<file path="config.mk">
export PLATFORM = sky130hd
export DESIGN_NAME = fetch_stage
export DESIGN_NICKNAME = d
export VERILOG_FILES = /design/src/rtl/fetch_stage.sv
export SDC_FILE = /design/constraint.sdc
export NUM_CORES = 1
export LEC_CHECK = 0
export CORE_ASPECT_RATIO = 1.25
export CORE_MARGIN = 8
export CORE_UTILIZATION = 50
export CTS_CLUSTER_SIZE = 40
export DETAILED_ROUTE_END_ITERATION = 7
export DONT_BUFFER_PORTS = 1
export PLACE_DENSITY = 0.63
export SYNTH_ARGS = -nofsm -noshare
export SYNTH_HDL_FRONTEND = slang
export SYNTH_SLANG_ARGS = --single-unit
</file>
<file path="constraint.sdc">
create_clock -name clk -period 2.7 [get_ports clk]
set_clock_uncertainty 0.1 [all_clocks]
set_input_delay 0.81 -clock clk [delete_from_list [all_inputs] [get_ports clk]]
set_output_delay 0.81 -clock clk [all_outputs]
set_load 0.05 [all_outputs]
</file>
<file path="src/rtl/fetch_stage.sv">
// Instruction-fetch stage and IF/ID pipeline register for the MIPS core.
// Issues one outstanding fetch, buffers one word across decode stalls, and discards words killed by redirects.
module fetch_stage #(
    parameter logic [31:0] RESET_PC = 32'hBFC0_0000
) (
    input  logic        clk,
    input  logic        rst,
    output logic        inst_req,
    output logic [31:0] inst_addr,
    input  logic [31:0] inst_rdata,
    input  logic        inst_data_ok,
    input  logic        stall_d,
    input  logic        flush_d,
    input  logic        redirect_valid,
    input  logic [31:0] redirect_pc,
    output logic [31:0] instr_d,
    output logic [31:0] pc_d,
    output logic [31:0] pcplus4_d,
    output logic        valid_d
);

    typedef enum logic {
        S_FETCH = 1'b0,
        S_HOLD  = 1'b1
    } state_t;

    typedef struct packed {
        logic [31:0] instr;
        logic [31:0] pc;
    } fetch_word_t;

    state_t      r_state;
    state_t      w_state_next;

    logic        r_req_en;
    logic        r_kill;
    logic [31:0] r_kill_addr;
    logic [31:0] r_pc_f;
    fetch_word_t r_buf;

    logic [31:0] r_instr_d;
    logic [31:0] r_pc_d;
    logic [31:0] r_pcplus4_d;
    logic        r_valid_d;

    logic        w_accept;
    logic        w_take;
    logic        w_to_ifid;
    logic        w_to_buf;
    logic        w_drain;
    logic [31:0] w_pc_f_plus4;
    logic [31:0] w_buf_pc_plus4;

    // A returned word is live only if it is not the orphan of an earlier redirect
    // and is not overtaken by a redirect in the same cycle.
    assign w_accept       = inst_req && inst_data_ok;
    assign w_take         = w_accept && !r_kill && !redirect_valid;
    assign w_to_ifid      = w_take && !stall_d;
    assign w_to_buf       = w_take && stall_d;
    assign w_drain        = (r_state == S_HOLD) && !stall_d && !redirect_valid;
    assign w_pc_f_plus4   = r_pc_f + 32'd4;
    assign w_buf_pc_plus4 = r_buf.pc + 32'd4;

    // ------------------------------------------------------------------
    // FSM: state register
    // ------------------------------------------------------------------
    // NOTE: every sequential block uses non-blocking assignments so all registers
    // see pre-edge values regardless of block ordering.
    always_ff @(posedge clk) begin
        if (rst) begin
            r_state <= S_FETCH;
        end else begin
            r_state <= w_state_next;
        end
    end

    // ------------------------------------------------------------------
    // FSM: next-state logic
    // ------------------------------------------------------------------
    // NOTE: the default assignment first keeps this block free of inferred latches.
    always_comb begin
        w_state_next = r_state;
        unique case (r_state)
            S_FETCH: begin
                if (w_to_buf) begin
                    w_state_next = S_HOLD;
                end
            end
            S_HOLD: begin
                if (redirect_valid || !stall_d) begin
                    w_state_next = S_FETCH;
                end
            end
            default: w_state_next = S_FETCH;
        endcase
    end

    // ------------------------------------------------------------------
    // FSM: outputs
    // ------------------------------------------------------------------
    // While a killed request is still in flight the bus keeps seeing its
    // original address; the redirect target waits in r_pc_f.
    always_comb begin
        inst_req  = 1'b0;
        inst_addr = r_pc_f;
        if (r_req_en && (r_state == S_FETCH)) begin
            inst_req = 1'b1;
        end
        if (r_kill) begin
            inst_addr = r_kill_addr;
        end
    end

    // ------------------------------------------------------------------
    // Fetch PC, kill tracking and one-entry stall buffer
    // ------------------------------------------------------------------
    always_ff @(posedge clk) begin
        if (rst) begin
            r_req_en    <= 1'b0;
            r_pc_f      <= RESET_PC;
            r_kill      <= 1'b0;
            r_kill_addr <= '0;
            r_buf       <= '0;
        end else begin
            r_req_en <= 1'b1;
            if (redirect_valid) begin
                r_pc_f <= redirect_pc;
                r_buf  <= '0;
                if (w_accept) begin
                    r_kill <= 1'b0;
                end else if (inst_req) begin
                    r_kill      <= 1'b1;
                    r_kill_addr <= inst_addr;
                end
            end else if (w_accept) begin
                if (r_kill) begin
                    r_kill <= 1'b0;
                end else begin
                    r_pc_f <= w_pc_f_plus4;
                    if (stall_d) begin
                        r_buf.instr <= inst_rdata;
                        r_buf.pc    <= r_pc_f;
                    end
                end
            end
        end
    end

    // ------------------------------------------------------------------
    // IF/ID pipeline register: flush > stall > new instruction > bubble
    // ------------------------------------------------------------------
    always_ff @(posedge clk) begin
        if (rst) begin
            r_instr_d   <= '0;
            r_pc_d      <= '0;
            r_pcplus4_d <= '0;
            r_valid_d   <= 1'b0;
        end else if (flush_d) begin
            r_instr_d <= '0;
            r_valid_d <= 1'b0;
        end else if (stall_d) begin
            r_instr_d   <= r_instr_d;
            r_pc_d      <= r_pc_d;
            r_pcplus4_d <= r_pcplus4_d;
            r_valid_d   <= r_valid_d;
        end else if (w_to_ifid) begin
            r_instr_d   <= inst_rdata;
            r_pc_d      <= r_pc_f;
            r_pcplus4_d <= w_pc_f_plus4;
            r_valid_d   <= 1'b1;
        end else if (w_drain) begin
            r_instr_d   <= r_buf.instr;
            r_pc_d      <= r_buf.pc;
            r_pcplus4_d <= w_buf_pc_plus4;
            r_valid_d   <= 1'b1;
        end else begin
            r_instr_d <= '0;
            r_valid_d <= 1'b0;
        end
    end

    assign instr_d   = r_instr_d;
    assign pc_d      = r_pc_d;
    assign pcplus4_d = r_pcplus4_d;
    assign valid_d   = r_valid_d;

endmodule
</file>
==> results.md, run 1 <==
- The run finished with clean final reports.
- The detailed-route vias per instance is 6.10.
- STA classifies the critical path endpoint as an output pin.
- The critical path goes through buf_8, mux2_2.
- The type of element launching the critical path is a flop.
- In the routed design, unresolved DRC markers number 0.
- The worst setup path is of the reg -> out kind.
- Wires add up to 34.6 mm.
- The number of nets produced by synthesis is about 1,400.
- The number of failing hold endpoints at the final stage is 0.
- Setup violations remaining at the end of the flow were counted as 0.
- The pin count of the biggest net entering global routing is 112.
- The synthesized netlist occupies a cell area of between 10,000 and 15,000 µm².
- The number of antenna violations at the first check in global routing is 0.
- The synthesized design contains 0 enable-type register cells.
- The synthesized instance count is roughly 1,300.
- The number of antenna diodes in the final layout is 0.
- The first-pass GRT wire length is 53.6 mm.
- The number of instances in the placed design is 1,532.
- The pre-antenna-repair detailed-routing pass consisted of 6 iterations.
- In this run, CTS created clock tree buffers numbering 24.
- Headroom to the max-slew limit came out at 0.266.
- The maximum single-stage delay on the critical path is 0.50 ns.
- The number of max-cap violations is 0.
- The fraction of the cycle the final worst path needs is 0.969.
- Counting both buffers and inverters, the worst setup path holds a total of 1.
- The placer congestion estimate is 0.863.
- The total half-perimeter wirelength after legalization and detailed placement is around 24 mm.
- The longest clock path from root to sink contains 3 buffers.
- The root buffer selected by CTS is clkbuf_16.
- The core footprint is 21,200 µm².
- The detail route stage leaves a number of antenna-violating nets equal to 0.
- 200 I/O pins were placed.
- Clock-pin slew was measured on the worst setup and hold paths at 0.06 ns.
- Fill cells in the final layout number approximately 2,000.
- The count of buffers from port buffering is 0.
- For this run, the total global-route usage over all layers was measured as 0.251.
- The post-synthesis register bit count is 226.
- The starting utilization of the core area is 0.504.
- The async set-reset flop share out of synthesis is 0.
- At the later pin of the worst-skew pair, clock insertion delay measures between 0.5 and 0.6 ns.
- The commonest register cell after synthesis is dfxtp_1.
- The timing-limited maximum frequency is 382 MHz.
- In this run the number of H-tree levels came out at 1.
- The total via count in the routed design is 9,595.
- After the last flow step, the layout net total stands at about 1,400.
- The overall power is about 7.3 mW.
- The fraction of the core area covered by cells at the end of the flow is 0.550.
- The power density over the cells is 626 nW/µm².
- After floorplanning, the core was divided into 60 placement rows.
- Measured along the y axis, the die boundary spans 180 µm.
- The floorplan step defined a die boundary enclosing between 20,000 and 30,000 µm².
- VDD sags by at most 476 µV.
- Setup repair after global routing left no endpoint under its margin.
- The finished layout holds 1,572 standard cells, fillers aside.
- During synthesis, Yosys emitted a total of 0 warnings.
- The area of all placed cells without fillers is 11,700 µm².
- The fraction of layout cells with a size suffix above 1 is 0.115.
- For this run the aggregate overflow at the end of global routing stands at 0.
- The leakage power of the design is around 3.8 nW.
- The number of global-route vias before repair is 9,224.
- The number of hold buffers added after CTS was 0.
- In this run the worst path has a maximum fanout of 26.
- Measured along the x axis, the die boundary spans 147 µm.
- Dividing the synthesized area by the synthesized cell count gives slightly above 8 µm².
- The worst path arrival time is 1.71 ns.
- The post-synthesis sequential area ratio is 0.423.
- The synthesis-to-finish area growth is 9.07%.
- The time the worst path needs with I/O delays and setup is between 2 and 3 ns.
- The slowest cell on the critical path is mux2_2.
- Among cell families on the critical path, the largest total delay comes from multiplexers.
- For the worst setup path, the data required time is about 1.8 ns.
- Clock tree synthesis found a total of 226 sinks.
- The first routing iteration left 927 violations.
- At the pin with the least slew margin, the transition time is 1.10 ns.
- TritonCTS built the clock tree.
- The final number of max-transition violations is 0.
- The cell area after placement is between 10,000 and 15,000 µm².
- Synthesis instantiated 63 different standard cells from the library.
- Dividing the detail-routed wire length by the instance count gives between 20 and 25 µm.
- The kind of path behind the tightest hold check is in -> reg.
power by group:
part           switching (mW)  internal (mW)
Sequential              0.172           3.41
Combinational           0.464          0.204
Clock                    1.34           1.72
Total                    1.97           5.33
cells in the final DEF (no fill, tap or decap), types with 3 or more instances in the layout:
master	Yosys	routed
nand2_1	300	298
dfxtp_1	226	225
a21oi_1	116	116
nor2_1	111	110
buf_4	4	53
o21ai_0	55	52
a311oi_1	37	37
xnor2_1	34	34
a222oi_1	32	32
xor2_1	29	29
mux2_2	29	29
nand4_1	28	28
nand3_1	27	27
clkbuf_16	0	24
nor3_1	23	23
nor4_1	15	15
a211oi_1	13	13
and4_1	10	10
or3_1	10	10
o211ai_1	9	9
and3_1	9	9
mux2i_1	8	8
clkbuf_1	80	8
o221ai_1	7	7
inv_1	7	7
and2_1	7	6
buf_12	0	6
or2_2	4	4
clkinv_2	0	4
a31o_2	3	3
a221o_1	3	3
o211a_1	3	3
clkbuf_8	4	3
cell type report:
type	count	area [µm²]	area share
clock inverter	5	36.3	0.00311
tap	279	349	0.0299
inverter	9	33.8	0.00289
timing repair buffer	60	533	0.0456
clock buffer	35	672	0.0575
sequential	226	4530	0.388
multi-input combinational	958	5530	0.473
state kept, by name (all words and copies together) (netlist names):
name,cells
instr_d,32
pcplus4_d,30
r_buf,64
pc_d,32
valid_d,1
r_kill,1
r_pc_f,32
r_req_en,1
r_kill_addr,32
r_state,1
routing by layer:
metal  global-route usage  vias up  part of all wire
li1                     -     4579                 -
met1                0.285     4569              0.37
met2                0.425      371              0.49
met3               0.0802       76              0.10
met4                0.107        0             0.039
met5                    0        -                 0
cells by family after synthesis:
group                      count (synthesis)  share of synthesized area
and+or+nand+nor                          562                      0.239
AOI/OAI and AO/OA                        294                      0.182
DFF                                      226                      0.423
buffers and inverters                    137                     0.0640
xor gates and xnor gates                  63                     0.0515
muxes                                     37                     0.0380
adders and majority gates                  2                    0.00234
through the flow:
step / setup slack, ns / hold slack, ns / setup TNS (ns)
2_1_floorplan: -0.0536 / 0.336 / -0.161
3_3_place_gp: 0.290 / 0.341 / 0
3_5_place_dp: 0.308 / 0.346 / 0
4_1_cts: 0.0774 / 0.240 / 0
5_1_grt: 0.0456 / 0.245 / 0
6_report: 0.0828 / 0.254 / 0
cells in the mapped netlist, types with 7 or more instances:
library cell	count	area [µm²]
a211oi_1	13	97.6
a21oi_1	116	581
a222oi_1	32	320
a311oi_1	37	324
and2_1	7	43.8
and3_1	9	56.3
and4_1	10	87.6
buf_1	8	30.0
buf_2	19	95.1
buf_6	11	124
clkbuf_1	80	300
dfxtp_1	226	4520
inv_1	7	26.3
mux2_2	29	327
mux2i_1	8	80.1
nand2_1	300	1130
nand3_1	27	135
nand4_1	28	175
nor2_1	111	417
nor3_1	23	115
nor4_1	15	93.8
o211ai_1	9	67.6
o21ai_0	55	275
o221ai_1	7	61.3
or3_1	10	62.6
xnor2_1	34	298
xor2_1	29	254
worst register-to-register path, stage by stage, from the launching register on:
cell and delay (ns):
dfxtp_1 0.46, ha_1 0.31, nand3_1 0.27, nor4_1 0.53
nand3_1 0.16, xor2_1 0.18, a211oi_1 0.23
path summary, 6_finish.rpt:
check | startpoint | endpoint | slack, ns | cells after the start
worst max-delay path | r_kill$_SDFFE_PP0P_ | inst_addr[11] | 0.08 | 2
worst min register to register | r_buf[49]$_SDFFE_PP0P_ | r_buf[49]$_SDFFE_PP0P_ | 0.35 | 2
worst min-delay path | rst | pcplus4_d[6]$_SDFFE_PP0P_ | 0.25 | 1
worst max register to register | r_pc_f[3]$_SDFFE_PP0P_ | r_pc_f[30]$_SDFFE_PP0P_ | 0.38 | 6
what timing repair did:
action / CTS / global route
gates resized for setup: 4 / 0
buffers inserted: 0 / 0
endpoints found under the setup margin: 25 / 0
Power figures use the tool's default switching activity.
==> inputs of run 2 (changes only) <==
CORE_MARGIN = 1   (was 8)
TNS_END_PERCENT = 5   (was not set)
==> run 2 against run 1 <==
Against the previous run: non-clock buffer count grew 1; via count is essentially flat; sequential share of layout area shrank 0.29 points; hold slack lost 0.0079 ns; total power grew 3.1%; die area shrank 17%; wire length shrank 4.7%; combinational power is essentially flat.
==> results.md, run 2 (synthesis results as in run 1) <==
- Leaving out fill and tap cells, the most frequent cell in the layout is nand2_1.
- The final number of max-transition violations is 0.
- Walking the worst path, the cells encountered are buf_8, mux2_2.
- The H-tree depth is 1.
- The timing-limited maximum frequency is 382 MHz.
- The count of buffers from port buffering is 0.
- By startpoint and endpoint, the worst setup path is classified as reg -> out.
- Summing all non-filler instances in the final layout gives an area of 11,800 µm².
- The die outline area is approximately 22,000 µm².
- The pin count of the biggest net entering global routing is between 100 and 150.
- The die boundary height is 166 µm.
- The core footprint is 20,900 µm².
- Using the TritonRoute via totals, the vias-per-cell ratio works out to 6.10.
- The number of cells in the finished layout apart from fillers is approximately 1,600.
- The worst-case IR drop observed on VDD is 470 µV.
- The endpoint kind of the worst setup timing path is an output pin.
- The worst hold path belongs to the class in -> reg.
- Counting both buffers and inverters, the worst setup path holds a total of 1.
- The fraction of the cycle the final worst path needs is 0.970.
- The routed design has 33.0 mm of wire.
- Counting the buffers created by CTS gives 24.
- The register with the most flip-flops in the layout has 64 of them.
- The post-CTS setup repair buffer count is 0.
- The worst path arrival time is 1.71 ns.
- The number of max-cap violations is 0.
- The overall power is 7.53 mW.
- The total via count in the routed design is between 9,000 and 10,000.
- The summed negative setup slack over all endpoints is 0 ns.
- More flip-flops sit in one register than any other, and that register is r_buf.
- The die is 133 µm wide.
- The root buffer selected by CTS is clkbuf_16.
- The cell area after placement is between 10,000 and 15,000 µm².
- In this run, placement finished with an instance count of 1,528.
- The time the worst path needs with I/O delays and setup is 2.62 ns.
- The peak fanout along the critical path is 29.
- For this block, the initial DRC count from the detailed router was approximately 800.
- The run finished with clean final reports.
- Clock latency on the worst-skew pair, taken at its later pin, is approximately 0.53 ns.
- The slowest stage of the critical path belongs to the cell mux2_2.
- The initialized floorplan defines 59 standard-cell rows.
- The number of failing hold endpoints at the final stage is 0.
- The number of global-route vias before repair is slightly above 9,000.
- The number of antenna violations at the first check in global routing was 0.
- The first detailed-routing pass ran for 6 iterations.
- For this run, the total global-route usage over all layers was measured as 0.296.
- Setup repair after global routing left no endpoint under its margin.
- The power density over the cells is ~640 nW/µm².
- The setup-violating endpoint count in the final report is 0.
- The total DRC errors in the routed layout is 0.
- The library cells used most frequently in the layout, excluding fill and tap cells, are nand2_1, dfxtp_1, a21oi_1.
- Routability-driven placement finished with a final weighted congestion of 0.869.
- The fraction of layout cells with a size suffix above 1 is 0.122.
- Setup slack closes at between 0.08 and 0.09 ns.
- The number of nets in the layout is ~1,400.
- The starting utilization of the core area is 0.512.
- After clock tree synthesis, the clock-pin slew on the worst setup and hold paths is ~0.06 ns.
- Prior to clock tree synthesis, the placed netlist has a worst setup slack of 0.349 ns.
- TritonCTS built the clock tree.
- The first-pass GRT wire length is 51.2 mm.
- The max-slew headroom at the worst pin is 0.574.
- Data on the critical path is required at its endpoint by 1.79 ns.
- Detailed placement finished with a half-perimeter wire length of 22.6 mm.
- In this design, the largest share of critical-path delay is due to multiplexers.
- The type of element launching the critical path is a flop.
- The maximum single-stage delay on the critical path is 0.50 ns.
- The number of hold buffers added after CTS was 0.
- The remaining antenna violation count after routing is 0.
- Compared with the post-synthesis result, the final layout area differs by 9.90%.
- The longest clock path from root to sink contains 3 buffers.
- The leakage power of the design is 3.81 nW.
- 0 antenna diodes ended up in the layout.
- Counting every sink on the clock net gives 226.
- Final hold analysis gives a worst-case slack of 0.246 ns.
- For this design the top-level I/O count stands at 200.
- The fraction of the core area covered by cells at the end of the flow is 0.563.
- For this run the aggregate overflow at the end of global routing stands at 0.
- The slew at the pin closest to its max-slew limit is 0.640 ns.
- Dividing the detail-routed wire length by the instance count gives 21.0 µm.
## run 2: timing repair
action,CTS,global route
gates resized for setup,4,0
endpoints found under the hold margin,0,0
setup endpoints to repair,27,0
## run 2: worst register-to-register path, stage by stage, from the launching register on
cell      delay [ns]
dfxtp_1         0.48
buf_4           0.23
nand4_2         0.18
or4_1           0.64
or3_1           0.35
a311oi_1        0.27
## run 2: final cells by class
| cell class | count | area, µm² |
|---|---|---|
| multi-input cells | 958 | 5530 |
| inverters | 9 | 33.8 |
| clock inverters | 14 | 140 |
| repair buffers | 61 | 553 |
| well taps | 274 | 343 |
| fillers | 1929 | 9130 |
| clock buffers | 30 | 643 |
| flip-flops and latches | 226 | 4530 |
## run 2: final timing paths
| path | cells after the start | to | slack [ns] | start |
|---|---|---|---|---|
| setup / recovery | 2 | inst_addr[13] | 0.08 | r_kill$_SDFFE_PP0P_ |
| hold / removal | 1 | pcplus4_d[5]$_SDFFE_PP0P_ | 0.25 | rst |
| setup reg to reg | 5 | r_pc_f[15]$_SDFFE_PP0P_ | 0.37 | r_pc_f[2]$_SDFFE_PP0P_ |
| hold reg to reg | 2 | r_buf[53]$_SDFFE_PP0P_ | 0.35 | r_buf[53]$_SDFFE_PP0P_ |
## run 2: power by group
part,internal [mW],switching (mW),leakage [nW]
Clock,1.89,1.39,0.386
Combinational,0.206,0.465,1.59
Sequential,3.41,0.168,1.83
Total,5.51,2.02,3.81
## run 2: routing by layer
metal  global-route usage  vias to the layer above  wire length, µm
li1                     -                     4578                -
met1                0.346                     4566            12800
met2                0.500                      365            15800
met3               0.0751                       82             2840
met4                0.158                        0             1600
met5                    0                        -                0
==> inputs of run 3 (changes only) <==
SLEW_MARGIN = 25   (was not set)
==> results of run 3 <==
No change in the layout: final DEF, timing and power equal those of run 2.
